### src/rtl/regfile_32x32.sv
// 32-entry register file with a hardwired-zero R0, two combinational read
// ports and optional same-cycle write forwarding.

module regfile_cell #(
    parameter int WIDTH = 32
) (
    input  logic             clk,
    input  logic             reset,
    input  logic             we_i,
    input  logic [WIDTH-1:0] d_i,
    output logic [WIDTH-1:0] q_o
);
    logic [WIDTH-1:0] data_q, data_d;

    always_comb begin
        data_d = data_q;
        if (we_i) data_d = d_i;
    end

    always_ff @(posedge clk) begin
        if (reset) data_q <= '0;
        else       data_q <= data_d;
    end

    assign q_o = data_q;
endmodule

module regfile_32x32 #(
    parameter int WIDTH  = 32,
    parameter int BYPASS = 1
) (
    input  logic             clk,
    input  logic             reset,
    input  logic             RegWrite,
    input  logic [4:0]       WriteRegister,
    input  logic [WIDTH-1:0] WriteData,
    input  logic [4:0]       ReadRegister1,
    input  logic [4:0]       ReadRegister2,
    output logic [WIDTH-1:0] ReadData1,
    output logic [WIDTH-1:0] ReadData2,
    output logic [31:0]      WriteEnableVec
);
    logic [31:0][WIDTH-1:0] rf_q;
    logic                   fwd_ok;
    logic                   byp1, byp2;

    always_comb begin
        WriteEnableVec = '0;
        if (!reset && RegWrite) WriteEnableVec[WriteRegister] = 1'b1;
        WriteEnableVec[0] = 1'b0;
    end

    // R0 has no storage; reads of index 0 see the constant.
    assign rf_q[0] = '0;

    for (genvar n = 1; n < 32; n++) begin : g_reg
        regfile_cell #(.WIDTH(WIDTH)) u_cell (
            .clk   (clk),
            .reset (reset),
            .we_i  (WriteEnableVec[n]),
            .d_i   (WriteData),
            .q_o   (rf_q[n])
        );
    end

    // Forward only a write that will actually land this edge.
    assign fwd_ok = (BYPASS != 0) && !reset && RegWrite && (WriteRegister != 5'd0);
    assign byp1   = fwd_ok && (WriteRegister == ReadRegister1);
    assign byp2   = fwd_ok && (WriteRegister == ReadRegister2);

    assign ReadData1 = byp1 ? WriteData : rf_q[ReadRegister1];
    assign ReadData2 = byp2 ? WriteData : rf_q[ReadRegister2];
endmodule

### config.mk
export PLATFORM = sky130hd
export DESIGN_NAME = regfile_32x32
export DESIGN_NICKNAME = d
export VERILOG_FILES = /design/src/rtl/regfile_32x32.sv
export SDC_FILE = /design/constraint.sdc
export NUM_CORES = 2
export LEC_CHECK = 0
export CAP_MARGIN = 0
export CORE_MARGIN = 3
export CORE_UTILIZATION = 65
export CTS_BUF_LIST = sky130_fd_sc_hd__clkbuf_8
export CTS_CLUSTER_DIAMETER = 120
export DETAILED_ROUTE_END_ITERATION = 7
export PLACE_DENSITY = 0.85
export SLEW_MARGIN = 20
export SYNTH_ARGS = -nofsm -noshare
export SYNTH_HDL_FRONTEND = slang
export SYNTH_HIERARCHICAL = 1
export SYNTH_SLANG_ARGS = --single-unit
### constraint.sdc
create_clock -name clk -period 2.45 [get_ports clk]
set_clock_uncertainty 0.15 [all_clocks]
set_input_delay 0.245 -clock clk [delete_from_list [all_inputs] [get_ports clk]]
set_output_delay 0.245 -clock clk [all_outputs]
set_load 0.02 [all_outputs]
==> results of run 1 <==
## through the flow
step / std cells / util [%] / setup TNS (ps) / hold WS (ps)
after detailed placement: 6350 / 76.4 / -352330 / 351
after floorplan: 4722 / - / -161 / 167
after global placement: 6350 / 76.4 / -327060 / 334
after CTS: 6660 / 82.3 / -34900 / 81.1
## kinds of logic after synthesis
kind of cell    Yosys count
flops                   992
mux                    1602
compound gates          276
xor+xnor                 10
other cells               1
buf+inv                 432
simple gates           1409
## metal layers
metal  GRT usage (%)  GRT overflow
met5            66.9             0
met1            79.5             9
met2            89.6            30
met4            76.3            23
met3            78.9             6
## timing repair
item | CTS
resized for setup | 743
setup buffers | 42
pin swaps | 134
endpoints found under the hold margin | 19
cloned | 0
setup endpoints to repair | 95
hold buffers | 1
==> run summary, run 1 <==
Fraction of the yosys area taken by sequential cells - 37.6%
Worst_ep kind - output port
Fraction of registers with async set/reset - 0%
First error message - [ERROR GRT-0232] Routing congestion too high. Check the congestion heatmap in the GUI.
Last flow stage reached - 5_1_grt
Distinct cells, synth - 46
Net count after synthesis - 4772
Status - aborted with a tool error
Number of H-tree levels - 4
Number of buffers added by the clock tree synthesis step - 161
Synth Area in Adders - 0%
Mux cell area share after synthesis - 40.6%
Mean instance size in the synthesized netlist - 11.2 µm²
Area contributors post-synth - dfxtp_1 (38%), mux2i_1 (21%), mux4_2 (18%), nor2_1 (7.9%), buf_12 (3.5%)
Xor/xnor cell area share of the yosys netlist - 0.166%
Largest net degree at the start of global routing - 253
Area share of the leading cell type in the synthesized netlist - 37.6%
Maximum root-to-sink buffer count - 3
Chip width - 291 µm
FP Rows - 103
Number of cells produced by synthesis - 4722
Post-detail-place hpwl - 132000 µm
All-Layer GR Usage - 81.5%
Buffer cell driving the clock tree root - clkbuf_8
Post-synth EDFFs - 0
Number of flip-flops and latches in the synthesized netlist - 992
Clock sink count - 992
Post-placement setup slack - -1410 ps
Initial cell density of the core - 66.3%
Top cell types by occurrence after synthesis - mux2i_1 (1114), nor2_1 (1112), dfxtp_1 (992), mux4_2 (429), clkbuf_1 (178)
Vertical extent of the die - 291 µm
Area of placed instances - 60900 µm²
Overflow left after global routing - 68
Count of synthesis-stage warnings from yosys - 6
Top FF cell, synth - dfxtp_1
Area of the mapped netlist - 52900 µm²
Fraction of the mapped netlist area in compound gates - 3.95%
Combinational family with the most area after synthesis - multiplexers
Post-synthesis cell type with the largest combined area - dfxtp_1
Simple-gate share of the synthesized area - 10.9%
Count of pins on the block boundary - 146
Cell with the most instances after synthesis - mux2i_1
Number of input and output port buffers inserted - 144
Last weighted congestion value of the routability-driven placer - 0.965
Endpoint pin with the least setup slack after global-route repair - ReadData1[6]
==> run 2: changes to the inputs <==
CORE_UTILIZATION = 40   (was 65)
CTS_BUF_LIST = unset   (was sky130_fd_sc_hd__clkbuf_8)
CTS_CLUSTER_DIAMETER = unset   (was 120)
PLACE_DENSITY = unset   (was 0.85)
PLACE_DENSITY_LB_ADDON = 0.15   (was unset)
==> run 2 against run 1 <==
  * The flow now finishes, with violations (setup timing)
  * Area after synthesis did not move
  * Synthesized cell count did not move
==> run summary, run 2 <==
Max-Cap Viols - 0
Switching Share - 25.8%
Post-layout nets - 5402
Top FF cell, synth - dfxtp_1
Final worst path period need - 3080 ps
Maximum root-to-sink buffer count - 3 (unchanged)
Number of buffers added by the clock tree synthesis step - 111 (-31%)
Area of placed instances - 60700 µm² (-0.29%)
Fraction of registers with async set/reset - 0% (unchanged)
Number of global-route vias before repair - 41200
Number of input and output port buffers inserted - 144 (unchanged)
Wire length per cell - 27.5 µm
Part of the total power dissipated in the clock network - 46.1%
Number of H-tree levels - 3 (-1)
Crit Path Max Fanout - 2
Area growth syn-to-layout - 26.6%
Post-synth EDFFs - 0 (unchanged)
Worst EP required - 2060 ps
Number of antenna violations at the first check in global routing - 8
All-Layer GR Usage - 28.3%
Startpoint type of the worst setup path - flip-flop
Number of routed nets with antenna violations - 0
Fill cell count - 11600
Share of the cycle needed by the critical path after routing - 126%
Vias post-DR - 42200
Overflow left after global routing - 0
Unrepaired setup endpoints after global routing - yes
Vertical extent of the die - 370 µm (+27%)
Final core area utilization - 51.4%
Pwr Density - 571 nW/µm²
Count of pins on the block boundary - 146 (unchanged)
Initial cell density of the core - 40.6% (-26 points)
Largest net degree at the start of global routing - 214
Area share of the leading cell type in the synthesized netlist - 37.6% (unchanged)
Worst min-delay path category - input port to flip-flop
Flip-flop count of the largest register, all copies and words added - 992
Via-to-Cell Ratio - 5.87
First-pass GRT wire length - 288000 µm
DRT iter0 DRCs - 4038
Post-detail-place hpwl - 136000 µm (+3.0%)
Chip width - 370 µm (+27%)
Top cell types by occurrence after synthesis - mux2i_1 (1114), nor2_1 (1112), dfxtp_1 (992), mux4_2 (429), clkbuf_1 (178)
Fraction of power consumed by sequential logic - 42.5%
IR drop worst, VDD - 0.595 mV
Number of detailed-routing iterations run before antenna repair - 5
Transition time at the pin with the least slew margin - 1120 ps
Final Max Tran Viols - 0
Switching pwr - 9860 µW
Distinct cells, synth - 46 (unchanged)
Core area - 130000 µm²
Final WS setup - -631 ps
Area of the mapped netlist - 52900 µm² (unchanged)
Static leakage - 0.0237 µW
Highest Clock Rate - 325 MHz
Most common cell after layout, fill and taps aside - mux2i_1
FP Rows - 132 (+28%)
Fraction of the yosys area taken by sequential cells - 37.6% (unchanged)
Violated checks - setup timing
Area enclosed by the die boundary - 137000 µm²
Critical path start-end classification - flip-flop to output pin
Fraction of final layout cells sized beyond drive strength 1 - 35.9%
Register clock-pin slew on the reported worst setup and hold paths - 60 ps
Total non-filler cell area in the finished layout - 66900 µm²
Remaining design rule violation count - 0
Combinational share of power - 11.3%
Cell with the most instances after synthesis - mux2i_1
Sum of negative setup slack - -24410 ps
Count of endpoints failing hold in the final timing report - 0
Top library cells by usage in the layout, fill and taps aside - mux2i_1 (1106), nor2_1 (1069), dfxtp_1 (848)
Count of synthesis-stage warnings from yosys - 6 (unchanged)
Buffer cell driving the clock tree root - clkbuf_16
Post-synthesis cell type with the largest combined area - dfxtp_1
Mean instance size in the synthesized netlist - 11.2 µm² (unchanged)
Status - finished with violations
Number of cells produced by synthesis - 4722 (unchanged)
Nature of the critical path endpoint - output pin
Arrival time at the worst endpoint - 2690 ps
Worst-Skew Late Latency - 720 ps
Internal - 28300 µW
Last weighted congestion value of the routability-driven placer - 0.855 (-11%)
Number of flip-flops and latches in the synthesized netlist - 992 (unchanged)
Total of endpoints with negative setup slack in the final report - 64
TritonCTS clock tree - done
Final wirelength - 197000 µm
Clock sink count - 992 (unchanged)
Area contributors post-synth - dfxtp_1 (38%), mux2i_1 (21%), mux4_2 (18%), nor2_1 (7.9%), buf_12 (3.5%)
Max-slew headroom - 25.1%
Net count after synthesis - 4772 (unchanged)
run 2: cell counts after synthesis:
Identical to the previous run, type by type.
run 2: critical path, stage by stage, from the launching register on:
cell,delay (ps)
dfxtp_2,330
mux4_2,490
mux4_2,510
nor2b_4,170
nor4_2,70
a21o_1,230
buf_6,160
run 2: power by group through the flow:
| stage | clock network, µW | logic, µW | registers [µW] |
|---|---|---|---|
| floorplan | 0 | 1830 | 16600 |
| global placement | 0 | 3980 | 16600 |
| detailed placement | 0 | 3970 | 16600 |
| CTS | 17900 | 4230 | 16200 |
| global route | 18500 | 4510 | 16200 |
| finish | 17600 | 4330 | 16200 |
run 2: what timing repair did:
item                                   CTS  global route
hold buffers                             1             0
setup endpoints to repair               95            67
resized for setup                      555           177
pin swaps                              112           103
endpoints found under the hold margin   15             0
gates cloned                             3             0
buffers inserted                        42            18
run 2: cell families (layout without fill, tap and decap cells):
family                    Yosys count  in the layout  share of synthesized area [%]
AOI/OAI and AO/OA                 276            276                           3.95
xor gates and xnor gates           10             10                          0.166
buffers and inverters             432           1153                           6.81
DFF                               992            992                           37.6
muxes                            1602           1602                           40.6
other                               1              3                        0.00709
and+or+nand+nor                  1409           1409                           10.9
run 2: area by class of cell:
class	instances	area [µm²]	area share (%)
multi-input combinational	3298	31200	46.7
sequential	992	20000	29.9
timing repair buffer	948	9670	14.4
clock buffer	162	3190	4.76
tap	1742	2180	3.26
clock inverter	42	614	0.918
antenna	2	5.00	0.00748
inverter	1	3.75	0.00561
run 2: final timing paths:
kind	endpoint	depth (start not counted)	slack (ps)	startpoint
max reg2reg	g_reg[30].u_cell/q_o[29]	5	1320	g_reg[30].u_cell/q_o[29]
min	g_reg[1].u_cell/q_o[18]	4	220	WriteData[18]
min reg2reg	g_reg[31].u_cell/q_o[25]	2	340	g_reg[31].u_cell/q_o[25]
max	ReadData1[30]	6	-630	g_reg[28].u_cell/q_o[30]
run 2: per-stage QoR:
step | setup WS [ps] | hold slack, ps | std cells | power, µW
floorplan | -24.1 | 167 | 4722 | 18400
global placement | -1470 | 335 | 6936 | 20600
detailed placement | -1140 | 350 | 6936 | 20600
CTS | -657 | 172 | 7170 | 38300
global route | -668 | 241 | 7185 | 39300
finish | -631 | 216 | 7187 | 38200
run 2: per-layer routing:
| layer | GRT usage (%) | wire length (µm) | up-vias |
|---|---|---|---|
| li1 | - | - | 18600 |
| met1 | 41.8 | 90000 | 21600 |
| met2 | 42.3 | 86800 | 1705 |
| met3 | 4.83 | 15200 | 297 |
| met4 | 8.14 | 5450 | 8 |
| met5 | 0 | 57 | - |
No activity file was read; power rests on OpenSTA's default activity.
